[config.mk]
export PLATFORM = sky130hd
export DESIGN_NAME = apb_request_arbiter
export DESIGN_NICKNAME = d
export VERILOG_FILES = /design/src/rtl/apb_arb_pkg.sv /design/src/rtl/apb_rr_picker.sv /design/src/rtl/apb_request_arbiter.sv
export SDC_FILE = /design/constraint.sdc
export NUM_CORES = 1
export LEC_CHECK = 0
export CORE_MARGIN = 1.5
export CORE_UTILIZATION = 40
export DETAILED_ROUTE_END_ITERATION = 10
export PLACE_DENSITY = 0.76
export REMOVE_ABC_BUFFERS = 1
export SYNTH_ARGS = -nofsm -noshare
export SYNTH_HDL_FRONTEND = slang
export SYNTH_SLANG_ARGS = --single-unit
export TNS_END_PERCENT = 30
[constraint.sdc]
create_clock -name clk -period 1.9 [get_ports clk]
set_input_delay 0.285 -clock clk [delete_from_list [all_inputs] [get_ports clk]]
set_output_delay 0.285 -clock clk [all_outputs]
set_load 0.03 [all_outputs]
[src/rtl/apb_arb_pkg.sv]
// Shared state encoding and width defaults for the APB request arbiter.
package apb_arb_pkg;

    typedef enum logic [1:0] {IDLE, ISSUE, WAIT, RESP} arb_state_t;

    localparam int DATA_W = 8;
    localparam int ADDR_W = 8;
    localparam int SEL_W  = 2;

    // Timeout counter only has to reach TIMEOUT-1; keep at least one bit.
    function automatic int cnt_width(input int timeout);
        return (timeout > 2) ? $clog2(timeout) : 1;
    endfunction

endpackage

[src/rtl/apb_rr_picker.sv]
// Combinational round-robin picker: first set request at or above ptr, wrapping around.
module apb_rr_picker #(
    parameter int NUM_REQ = 2,
    parameter int PTR_W   = 1
) (
    input  logic [NUM_REQ-1:0] req_i,
    input  logic [PTR_W-1:0]   ptr_i,
    output logic               any_req_o,
    output logic [PTR_W-1:0]   grant_o
);

    logic [PTR_W:0]   sum;
    logic [PTR_W-1:0] idx;
    logic             found;

    always_comb begin
        any_req_o = |req_i;
        grant_o   = '0;
        found     = 1'b0;
        sum       = '0;
        idx       = '0;
        for (int i = 0; i < NUM_REQ; i++) begin
            sum = {1'b0, ptr_i} + (PTR_W+1)'(i);
            if (sum >= (PTR_W+1)'(NUM_REQ))
                sum = sum - (PTR_W+1)'(NUM_REQ);
            idx = sum[PTR_W-1:0];
            if (!found && req_i[idx]) begin
                found   = 1'b1;
                grant_o = idx;
            end
        end
    end

endmodule

[src/rtl/apb_request_arbiter.sv]
// Round-robin arbiter sharing one APB master command port among NUM_REQ requesters.
// One command in flight at a time; a stalled transfer ends with an error response.
module apb_request_arbiter #(
    parameter int NUM_REQ = 2,
    parameter int DATA_W  = apb_arb_pkg::DATA_W,
    parameter int ADDR_W  = apb_arb_pkg::ADDR_W,
    parameter int SEL_W   = apb_arb_pkg::SEL_W,
    parameter int TIMEOUT = 64
) (
    input  logic                      clk,
    input  logic                      reset,
    input  logic [NUM_REQ-1:0]        req_valid,
    input  logic [NUM_REQ-1:0]        req_write,
    input  logic [NUM_REQ*ADDR_W-1:0] req_addr,
    input  logic [NUM_REQ*DATA_W-1:0] req_wdata,
    input  logic [NUM_REQ*SEL_W-1:0]  req_sel,
    output logic [NUM_REQ-1:0]        req_ready,
    output logic [NUM_REQ-1:0]        rsp_valid,
    output logic [DATA_W-1:0]         rsp_rdata,
    output logic                      rsp_err,
    output logic                      m_start,
    output logic                      m_write,
    output logic [ADDR_W-1:0]         m_addr,
    output logic [DATA_W-1:0]         m_wdata,
    output logic [SEL_W-1:0]          m_sel,
    input  logic                      m_stable,
    input  logic [DATA_W-1:0]         m_rdata
);
    import apb_arb_pkg::*;

    localparam int PTR_W = (NUM_REQ > 1) ? $clog2(NUM_REQ) : 1;
    localparam int CNT_W = cnt_width(TIMEOUT);
    localparam logic [CNT_W-1:0] CNT_LAST = CNT_W'(TIMEOUT - 1);
    localparam logic [PTR_W-1:0] PTR_LAST = PTR_W'(NUM_REQ - 1);

    arb_state_t        state_q, state_d;
    logic [PTR_W-1:0]  ptr_q, ptr_d;
    logic [CNT_W-1:0]  cnt_q, cnt_d;
    logic [PTR_W-1:0]  g_q, g_d;
    logic              write_q, write_d;
    logic [ADDR_W-1:0] addr_q, addr_d;
    logic [DATA_W-1:0] wdata_q, wdata_d;
    logic [SEL_W-1:0]  sel_q, sel_d;
    logic [DATA_W-1:0] rdata_q, rdata_d;
    logic              err_q, err_d;

    logic              any_req;
    logic [PTR_W-1:0]  pick;
    logic [ADDR_W-1:0] addr_a  [NUM_REQ];
    logic [DATA_W-1:0] wdata_a [NUM_REQ];
    logic [SEL_W-1:0]  sel_a   [NUM_REQ];

    for (genvar i = 0; i < NUM_REQ; i++) begin : g_unpack
        assign addr_a[i]  = req_addr[i*ADDR_W +: ADDR_W];
        assign wdata_a[i] = req_wdata[i*DATA_W +: DATA_W];
        assign sel_a[i]   = req_sel[i*SEL_W +: SEL_W];
    end

    apb_rr_picker #(
        .NUM_REQ (NUM_REQ),
        .PTR_W   (PTR_W)
    ) u_picker (
        .req_i     (req_valid),
        .ptr_i     (ptr_q),
        .any_req_o (any_req),
        .grant_o   (pick)
    );

    always_ff @(posedge clk) begin
        if (reset) begin
            state_q <= IDLE;
            ptr_q   <= '0;
            cnt_q   <= '0;
            g_q     <= '0;
            write_q <= 1'b0;
            addr_q  <= '0;
            wdata_q <= '0;
            sel_q   <= '0;
            rdata_q <= '0;
            err_q   <= 1'b0;
        end else begin
            state_q <= state_d;
            ptr_q   <= ptr_d;
            cnt_q   <= cnt_d;
            g_q     <= g_d;
            write_q <= write_d;
            addr_q  <= addr_d;
            wdata_q <= wdata_d;
            sel_q   <= sel_d;
            rdata_q <= rdata_d;
            err_q   <= err_d;
        end
    end

    always_comb begin
        state_d   = state_q;
        ptr_d     = ptr_q;
        cnt_d     = cnt_q;
        g_d       = g_q;
        write_d   = write_q;
        addr_d    = addr_q;
        wdata_d   = wdata_q;
        sel_d     = sel_q;
        rdata_d   = rdata_q;
        err_d     = err_q;
        req_ready = '0;
        rsp_valid = '0;
        rsp_rdata = '0;
        rsp_err   = 1'b0;
        m_start   = 1'b0;
        m_write   = 1'b0;
        m_addr    = '0;
        m_wdata   = '0;
        m_sel     = '0;

        case (state_q)
            IDLE: begin
                if (any_req) begin
                    g_d     = pick;
                    write_d = req_write[pick];
                    addr_d  = addr_a[pick];
                    wdata_d = wdata_a[pick];
                    sel_d   = sel_a[pick];
                    state_d = ISSUE;
                end
            end
            ISSUE: begin
                m_start        = 1'b1;
                m_write        = write_q;
                m_addr         = addr_q;
                m_wdata        = wdata_q;
                m_sel          = sel_q;
                req_ready[g_q] = 1'b1;
                ptr_d          = (g_q == PTR_LAST) ? '0 : g_q + 1'b1;
                cnt_d          = '0;
                state_d        = WAIT;
            end
            WAIT: begin
                m_write = write_q;
                m_addr  = addr_q;
                m_wdata = wdata_q;
                m_sel   = sel_q;
                cnt_d   = cnt_q + 1'b1;
                // Completion wins over a timeout landing in the same cycle.
                if (m_stable) begin
                    rdata_d = write_q ? '0 : m_rdata;
                    err_d   = 1'b0;
                    state_d = RESP;
                end else if (cnt_q == CNT_LAST) begin
                    rdata_d = '0;
                    err_d   = 1'b1;
                    state_d = RESP;
                end
            end
            RESP: begin
                rsp_valid[g_q] = 1'b1;
                rsp_rdata      = rdata_q;
                rsp_err        = err_q;
                state_d        = IDLE;
            end
            default: state_d = IDLE;
        endcase
    end

endmodule

Yosys cells after proc, flatten, opt, wreduce, memory -nomap -nowiden
Cells that the tools add are included.
{"block": "classes", "n_reduce_logical": 11, "div": 0, "order_cmp": 8, "n_addsub": 5, "n_bitwise": 1, "n_mul": 0, "shifts": 0, "n_mux": 42, "eq_ne": 6}
{"op": "2-to-1 mux 8 bit", "count": 12}
{"op": "2-to-1 mux 1 bit", "count": 18}
{"op": "2-to-1 mux 2 bit", "count": 9}
{"op": "case mux 6 bit (2 select lines)", "count": 1}
{"op": "less-than comparator 1 x 2 -> 1 bit (second input constant)", "count": 4}
{"op": "case mux 2 bit (4 select lines)", "count": 1}
{"op": "adder 6 x 1 -> 6 bit (second input constant)", "count": 1}
{"op": "== test 6 bit (second input constant)", "count": 1}
{"op": "AND reduction 2 bit", "count": 3}
{"op": "== test 2 bit (second input constant)", "count": 2}
{"op": ">= comparator 2 bit (second input constant)", "count": 2}
{"op": "nonzero test 2 bit", "count": 2}
{"op": "OR reduction 2 bit", "count": 2}
{"op": "inequality test 3 bit (second input constant)", "count": 1}
{"op": "adder 1 x 1 -> 2 bit (second input constant)", "count": 1}
{"op": "== test 2 x 1 -> 1 bit (second input constant)", "count": 1}
{"op": ">= comparator 1 x 2 -> 1 bit (second input constant)", "count": 1}
{"op": "logical AND 1 bit", "count": 2}
{"op": "zero test 2 bit", "count": 1}
{"op": "inequality test 2 bit (second input constant)", "count": 1}
{"op": "NOT 1 -> 2 bit", "count": 1}
{"op": "subtractor 1 bit (second input constant)", "count": 2}
{"op": "adder 1 bit (second input constant)", "count": 1}
{"op": "demux 1 bit (select 1 bit)", "count": 1}
{"op": "2 further kinds", "count": 2}
{"block": "word_totals", "memories": 0, "ramBits": 0, "latchBits": 0, "ff_bits": 38, "rom_bits": 0, "out_inout_bits": 33}

Longest topological paths before layout
Gate-level depths: netlist (run 1).
{"block": "logic_depth", "ltp_word": 12, "mapped_depth": 7}

Hierarchy
A second synthesis (run 1) with hierarchy kept.
{"block": "hier_totals", "cells_unflattened": 220, "hier_area_um2": 1920.6}
{"module": "apb_request_arbiter", "cells_each": 217, "n_inst": 1, "seq_area_each_um2": 760.7, "area_per_inst_um2": 1903.1}
{"module": "apb_rr_picker", "cells_each": 3, "n_inst": 1, "seq_area_each_um2": 0.0, "area_per_inst_um2": 17.5}

Least setup slack after synthesis (run 1)
OpenSTA, ideal clock, no wires.
{"block": "synth_timing", "path_type": "flip-flop to output port", "from": "reg state_q[0]", "to": "out m_addr[0]", "path_stages_with_launch": 6, "slack_ns": 0.219, "required_ns": 1.615, "arrival_ns": 1.396, "path_cell_list": "dfxtp_1 -> inv_1 -> ha_1 -> buf_2 -> clkbuf_1 -> and2_1"}
{"block": "synth_via", "elab_chain_len": 3, "elab_cells_between_ends": 4}
{"element": "start: declaration", "line": "apb_request_arbiter.sv:36", "text": "arb_state_t state_q, state_d;"}
{"element": "start signal: assignment", "line": "apb_request_arbiter.sv:82", "text": "state_q <= state_d;"}
{"element": "== test 2 bit or == test 2 x 1 -> 1 bit (tied branches)", "line": "apb_request_arbiter.sv:116", "text": "case (state_q)"}
{"element": "OR reduction 2 bit (no line) (*)"}
{"element": "2-to-1 mux 8 bit (*)", "line": "apb_request_arbiter.sv:116"}
{"element": "end: declaration", "line": "apb_request_arbiter.sv:23", "text": "output logic [ADDR_W-1:0] m_addr,"}
Mark *: on every way between the ends. The rest lies on a longest branch, timed or not.

Worst setup path after layout (run 1)
{"block": "layout_timing", "from": "reg state_q[0]", "to": "out m_wdata[6]"}
{"block": "layout_via", "elab_chain_len": 3, "elab_cells_between_ends": 4}
{"element": "== test 2 bit or == test 2 x 1 -> 1 bit (tied branches)", "line": "apb_request_arbiter.sv:116"}
{"element": "OR reduction 2 bit (no line) (*)"}
{"element": "2-to-1 mux 8 bit (*)", "line": "apb_request_arbiter.sv:116"}
{"element": "end: declaration", "line": "apb_request_arbiter.sv:24", "text": "output logic [DATA_W-1:0] m_wdata,"}
Marks and branches as above.

==> impl_metrics.yaml, run 1 <==
status:
  outcome: "finished, final reports clean"
global_route:
  grt_overflow: 0
  grt_max_degree: 35
  grt_usage_pct: 17.7
  grt_antenna_before_repair: 0
  grt_pass1_vias: 1695
  grt_pass1_wl_um: 7470
sta:
  fin_hold_ws_ns: 0.472
  fin_worst_skew_ns: 0.00702
  min_period_ns: 1.83
  hold_violations: 0
  rsz0062_at_grt: "true"
  slew_viol_final: 0
  tightest_slew_ns: 0.402
  relSlewSlack_pct: 73.0
  timing.final.crit_share_pct: 96.5
  max_freq_mhz: 545
  setup_viol: 0
cells_and_area:
  n_antenna_cell: 0
  multi_input_area_sq_um: 1120
  final-seq-area_sq_um: 763
  finalNetCount: 357
  drive_above_1_share_pct: 16.9
  fin_area_sq_um: 2950
  area_growth_pct: 49.1
  fillers: 439
pwr:
  switchingPower_mw: 1.58
  p_int_mw: 2.29
  swShare_pct: 40.8
  leakagePower_nw: 1.31
  power_frac_seq_pct: 28.9
  pwr-share-clk_pct: 17.4
  comb_power_share_pct: 53.7
  p_per_area_nw_per_um2: 1310
  ir_worst_vdd_v: 0.000700
setup_path:
  cp_top_family: "buffers and inverters"
  cpMaxStageDelayCell: "dfxtp_2"
  crit_path_end: "m_wdata[6]"
  reg2reg_from: "state_q[0]"
  critical_path.startpoint: "state_q[0]"
  cp_num_cells: 5
  worstSetupEndpointType: "output pin"
  crit_type: "flop to output pin"
  crit_path_start_kind: "flop"
  worstPathCellList: "inv_1 > ha_1 > buf_12 > and2_1 > buf_4"
  rrSetupSlack_ns: 0.36
  rr_worst_depth: 6
  cp_data_required_time_ns: 1.62
  critical_path.max_fanout: 26
  arrival_ns: 1.55
  cp_num_buf_inv: 3
  cp_slowest_stage_delay_ns: 0.36
  r2r-end: "state_q[1]"
synth:
  ys_seq_area_share_pct: 38.5
  syn_inst: 218
  synth_seq_cells: 38
  ys_types: 30
  syn_area_sq_um: 1980
  avgSynthCellArea_sq_um: 9.07
  yosysWarnings: 0
drt:
  finalWirelength_um: 4340
  drc: 0
  viasPerCell: 4.79
  drt_pass1_iterations: 4
  avgRoutedWirePerCell_um: 11.8
  drt-initial-drc-count: 81
  num_vias: 1763
  ant_nets: 0
placement:
  gp_congestion: 0.727
  io_buffers: 83
  dpl.hpwl_um: 3160
  place_area_sq_um: 2850
floorplanning:
  die-area_sq_um: 5380
  die_w_um: 73.3
  io_pins: 84
  core_area_sq_um: 4750
  fp-row-count: 25
  initial_utilization_pct: 41.6
  die_h_um: 73.3
clock_tree:
  cts_tree: "built"
  cts_buffer_depth: 2
  cts_max_level: 2
  cts_root_buffer: "clkbuf_8"
  cts_buffers: 5
  hold_buffers: 0
  clk_pin_slew_ns: 0.08
  cts_sinks: 38
  clock_latency_ns: 0.29
flow_run:
  max-cap-violations: 0
min_path:
  hp-class: "flop to flop"
  min_from: "rdata_q[7]"
tightest hold or removal path, cell delays in order, from the launching register on:
cell and delay [ns]:
dfxtp_1 0.31, o21ai_0 0.06, a21oi_1 0.06
cells by family (layout without fill, tap and decap cells):
| group | count (synthesis) | count (layout) | synth area share (%) |
|---|---|---|---|
| adders and majority gates | 6 | 6 | 3.79 |
| AOI/OAI and AO/OA | 48 | 48 | 18.9 |
| muxes | 21 | 21 | 10.6 |
| xor gates and xnor gates | 5 | 5 | 2.21 |
| and+or+nand+nor | 81 | 81 | 20.7 |
| DFF | 38 | 38 | 38.5 |
| buffers and inverters | 19 | 102 | 5.31 |
sequential cells by signal (all words and copies together), names as in the netlist:
name / count
g_q: 1
cnt_q: 6
err_q: 1
wdata_q: 8
write_q: 1
sel_q: 2
rdata_q: 8
ptr_q: 1
addr_q: 8
state_q: 2
routing by layer:
layer | vias up | global-route usage [%] | routed length, um
met4 | 0 | 5.14 | 39
li1 | 911 | - | -
met2 | 60 | 30.0 | 2050
met5 | - | 0 | 0
met3 | 4 | 4.53 | 259
met1 | 788 | 22.3 | 2000
through the flow:
stage | power, mW | setup slack [ns] | util, % | TNS, ns | cells
floorplan | 2.41 | -0.703 | - | -13.67 | 203
global placement | 3.21 | 0.0813 | 60.0 | 0 | 360
detailed placement | 3.24 | 0.0516 | 60.0 | 0 | 360
CTS | 3.90 | 0.0116 | 62.0 | 0 | 368
global route | 4.14 | -0.00532 | 62.1 | -0.00532 | 368
finish | 3.87 | 0.0659 | 62.1 | 0 | 368
power groups by stage:
stage | clock [mW] | combinational (mW) | sequential (mW)
after floorplan | 0 | 1.31 | 1.10
after global placement | 0 | 2.09 | 1.12
after detailed placement | 0 | 2.11 | 1.13
after CTS | 0.688 | 2.10 | 1.11
after global routing | 0.720 | 2.27 | 1.15
final | 0.673 | 2.08 | 1.12
cell type report:
cell class | count | area share, %
inverter | 4 | 0.509
tap | 67 | 2.84
sequential | 38 | 25.9
multi-input combinational | 161 | 38.0
clock inverter | 3 | 1.36
clock buffer | 5 | 2.33
timing repair buffer | 90 | 29.1
synth_stat cells, drive strengths merged:
master / n / share of area (%)
a21oi: 10 / 2.5
nand4: 2 / 0.63
a21o: 1 / 0.38
a41oi: 1 / 0.44
a211oi: 22 / 11
o21a: 1 / 0.38
dfxtp: 38 / 38
o211ai: 1 / 0.38
o21ai: 9 / 2.5
ha: 6 / 3.8
nor2: 28 / 5.3
nor2b: 4 / 1.3
o21ba: 1 / 0.51
nand2b: 4 / 1.3
xnor2: 1 / 0.44
mux2i: 21 / 11
inv: 4 / 0.76
and2: 30 / 9.5
a31oi: 2 / 0.95
clkbuf: 7 / 1.3
nand2: 11 / 2.1
buf: 8 / 3.2
xor2: 4 / 1.8
and3: 2 / 0.63
layout by cell type (no fill, tap or decap), types with 2 or more instances in the layout:
cell / instances
clkbuf_8: 5
and3_1: 2
and2_1: 30
o21ai_0: 8
a211oi_1: 12
clkinv_2: 2
nor2_1: 28
xor2_1: 4
nor2b_1: 3
inv_1: 4
dfxtp_1: 36
nand4_1: 2
nand2b_1: 4
a21oi_1: 10
buf_4: 23
mux2i_1: 21
ha_1: 5
a211oi_2: 10
clkdlybuf4s50_1: 50
dfxtp_2: 2
nand2_1: 11
dlygate4sd2_1: 13
buf_12: 3
worst min path at each step:
stage                 endpoint  slack, ns  cells after the start
global placement    rdata_q[7]       0.46                      2
finish              rdata_q[7]       0.47                      2
detailed placement  rdata_q[7]       0.46                      2
CTS                 rdata_q[7]       0.47                      2
global route        rdata_q[4]       0.49                      2
floorplan            addr_q[0]       0.35                      1
timing repair:
item / in CTS / in global routing
endpoints found under the setup margin: 14 / 20
setup buffers: 0 / 0
gates resized for setup: 15 / 3
Power figures use the tool's default switching activity.
==> run 2, diff against run 1 <==
--- a/config.mk
+++ b/config.mk
@@ -6,9 +6,10 @@
 export NUM_CORES = 1
 export LEC_CHECK = 0
 export CORE_MARGIN = 1.5
-export CORE_UTILIZATION = 40
+export CORE_UTILIZATION = 42
 export DETAILED_ROUTE_END_ITERATION = 10
-export PLACE_DENSITY = 0.76
+export HOLD_SLACK_MARGIN = 0.12
+export PLACE_DENSITY = 0.79
 export REMOVE_ABC_BUFFERS = 1
 export SYNTH_ARGS = -nofsm -noshare
 export SYNTH_HDL_FRONTEND = slang
==> impl_metrics.yaml, run 2 (same netlist as run 1, synthesis figures left out) <==
status:
  outcome: "complete, but fails checks"
  failed_checks: "design-rule violations"
drt:
  avgRoutedWirePerCell_um: 12.6
  drt_pass1_iterations: 7
  finalWirelength_um: 4430
  drt-initial-drc-count: 80
  drc: 7
  viasPerCell: 4.97
  ant_nets: 0
  num_vias: 1749
global_route:
  grt_usage_pct: 18.6
  grt_max_degree: 35
  grt_overflow: 0
  grt_antenna_before_repair: 0
  grt_pass1_wl_um: 7680
  grt_pass1_vias: 1692
clock_tree:
  cts_root_buffer: "clkbuf_8"
  clock_latency_ns: 0.29
  cts_buffer_depth: 2
  cts_sinks: 38
  cts_buffers: 5
  cts_tree: "built"
  cts_max_level: 2
  clk_pin_slew_ns: 0.07
pwr:
  ir_worst_vdd_v: 0.000622
  comb_power_share_pct: 55.3
  leakagePower_nw: 1.31
  power_frac_seq_pct: 29.4
  switchingPower_mw: 1.57
  power.total_mw: 3.80
  p_int_mw: 2.23
  p_per_area_nw_per_um2: 1300
  pwr-share-clk_pct: 15.2
  swShare_pct: 41.4
placement:
  dpl.hpwl_um: 3160
  place_area_sq_um: 2850
  io_buffers: 83
  pre_cts_ws_ns: 0.0701
  gp_congestion: 0.737
floorplanning:
  core_area_sq_um: 4440
  die_w_um: 71.6
  io_pins: 84
  die-area_sq_um: 5130
  initial_utilization_pct: 44.5
  die_h_um: 71.6
  fp-row-count: 24
setup_path:
  cp_data_required_time_ns: 1.62
  crit_path_end: "m_sel[0]"
  reg2reg_from: "state_q[0]"
  crit_type: "flop to output pin"
  worstSetupEndpointType: "output pin"
  cpMaxStageDelayCell: "dfxtp_2"
  crit_path_start_kind: "flop"
  critical_path.max_fanout: 26
  critical_path.startpoint: "state_q[0]"
  rr_worst_depth: 7
  r2r-end: "cnt_q[5]"
  rrSetupSlack_ns: 0.35
  arrival_ns: 1.55
  worstPathCellList: "inv_1 > ha_1 > buf_12 > and2_1 > buf_4"
  cp_slowest_stage_delay_ns: 0.36
cells_and_area:
  post-route-util_pct: 66.0
  drive_above_1_share_pct: 16.7
  fillers: 385
  final_common_cell: "clkdlybuf4s50_1"
  area_growth_pct: 48.3
  top_regs: "addr_q x8, rdata_q x8, wdata_q x8"
  n_antenna_cell: 0
  mostFrequentLayoutCells: "clkdlybuf4s50_1 (50), dfxtp_1 (36), and2_1 (30)"
  fin_area_sq_um: 2930
  finalNetCount: 356
sta:
  slew_viol_final: 0
  relSlewSlack_pct: 73.4
  timing.final.crit_share_pct: 96.7
  rsz0062_at_grt: "true"
  setup_slack_ns: 0.0629
  setup_viol: 0
  tightest_slew_ns: 0.397
  fin_worst_skew_ns: 0.00626
  min_period_ns: 1.84
  hold_violations: 0
  max_freq_mhz: 544
flow_run:
  max-cap-violations: 0
min_path:
  hp-class: "flop to flop"
-- run 2: worst max-delay path: cells and delay by family, from the launching register on --
family                     cells  cell delay [ns]
DFF                            1             0.36
buffers and inverters          3             0.41
and+or+nand+nor                1             0.15
adders and majority gates      1             0.33
-- run 2: metrics by stage --
step / setup TNS (ns) / hold WS [ns] / instances
2_1_floorplan: -13.67 / 0.350 / 203
3_3_place_gp: 0 / 0.459 / 344
3_5_place_dp: 0 / 0.465 / 344
4_1_cts: 0 / 0.475 / 352
5_1_grt: -0.00421 / 0.511 / 352
6_report: 0 / 0.476 / 352
-- run 2: power groups by stage --
stage               Clock [mW]  Combinational, mW  Sequential [mW]
global route             0.627               2.30             1.15
global placement             0               2.12             1.12
floorplan                    0               1.31             1.10
detailed placement           0               2.14             1.13
finish                   0.579               2.10             1.12
CTS                      0.596               2.13             1.11
-- run 2: per-layer routing --
layer  track usage [%]  up-vias  routed length [um]
li1                  -      913                   -
met1              22.9      767                2010
met2              32.0       63                2050
met3              6.05        6                 348
met4              3.77        0                  25
met5                 0        -                   0
-- run 2: how the worst min path moves through the flow --
| stage | end | cells past startpoint | slack, ns | startpoint |
|---|---|---|---|---|
| after detailed placement | rdata_q[1] | 2 | 0.47 | rdata_q[1] |
| after global placement | rdata_q[5] | 2 | 0.46 | rdata_q[5] |
| after global routing | rdata_q[0] | 2 | 0.51 | rdata_q[0] |
| after floorplan | addr_q[0] | 1 | 0.35 | reset |
| after CTS | rdata_q[1] | 2 | 0.48 | rdata_q[1] |
| final | rdata_q[1] | 2 | 0.48 | rdata_q[1] |
-- run 2: timing repair --
item	in CTS	in global routing
hold endpoints to repair	0	0
resized for setup	15	2
hold buffers	0	0
setup buffers	0	0
setup endpoints to repair	14	20
-- run 2: cell type report --
type | count | area, sq um | share of cell area [%]
clock buffer | 6 | 82.6 | 2.81
clock inverter | 2 | 12.5 | 0.426
inverter | 4 | 15.0 | 0.512
multi-input combinational | 161 | 1120 | 38.3
sequential | 38 | 763 | 26.0
tap | 52 | 65.1 | 2.22
timing repair buffer | 89 | 873 | 29.8
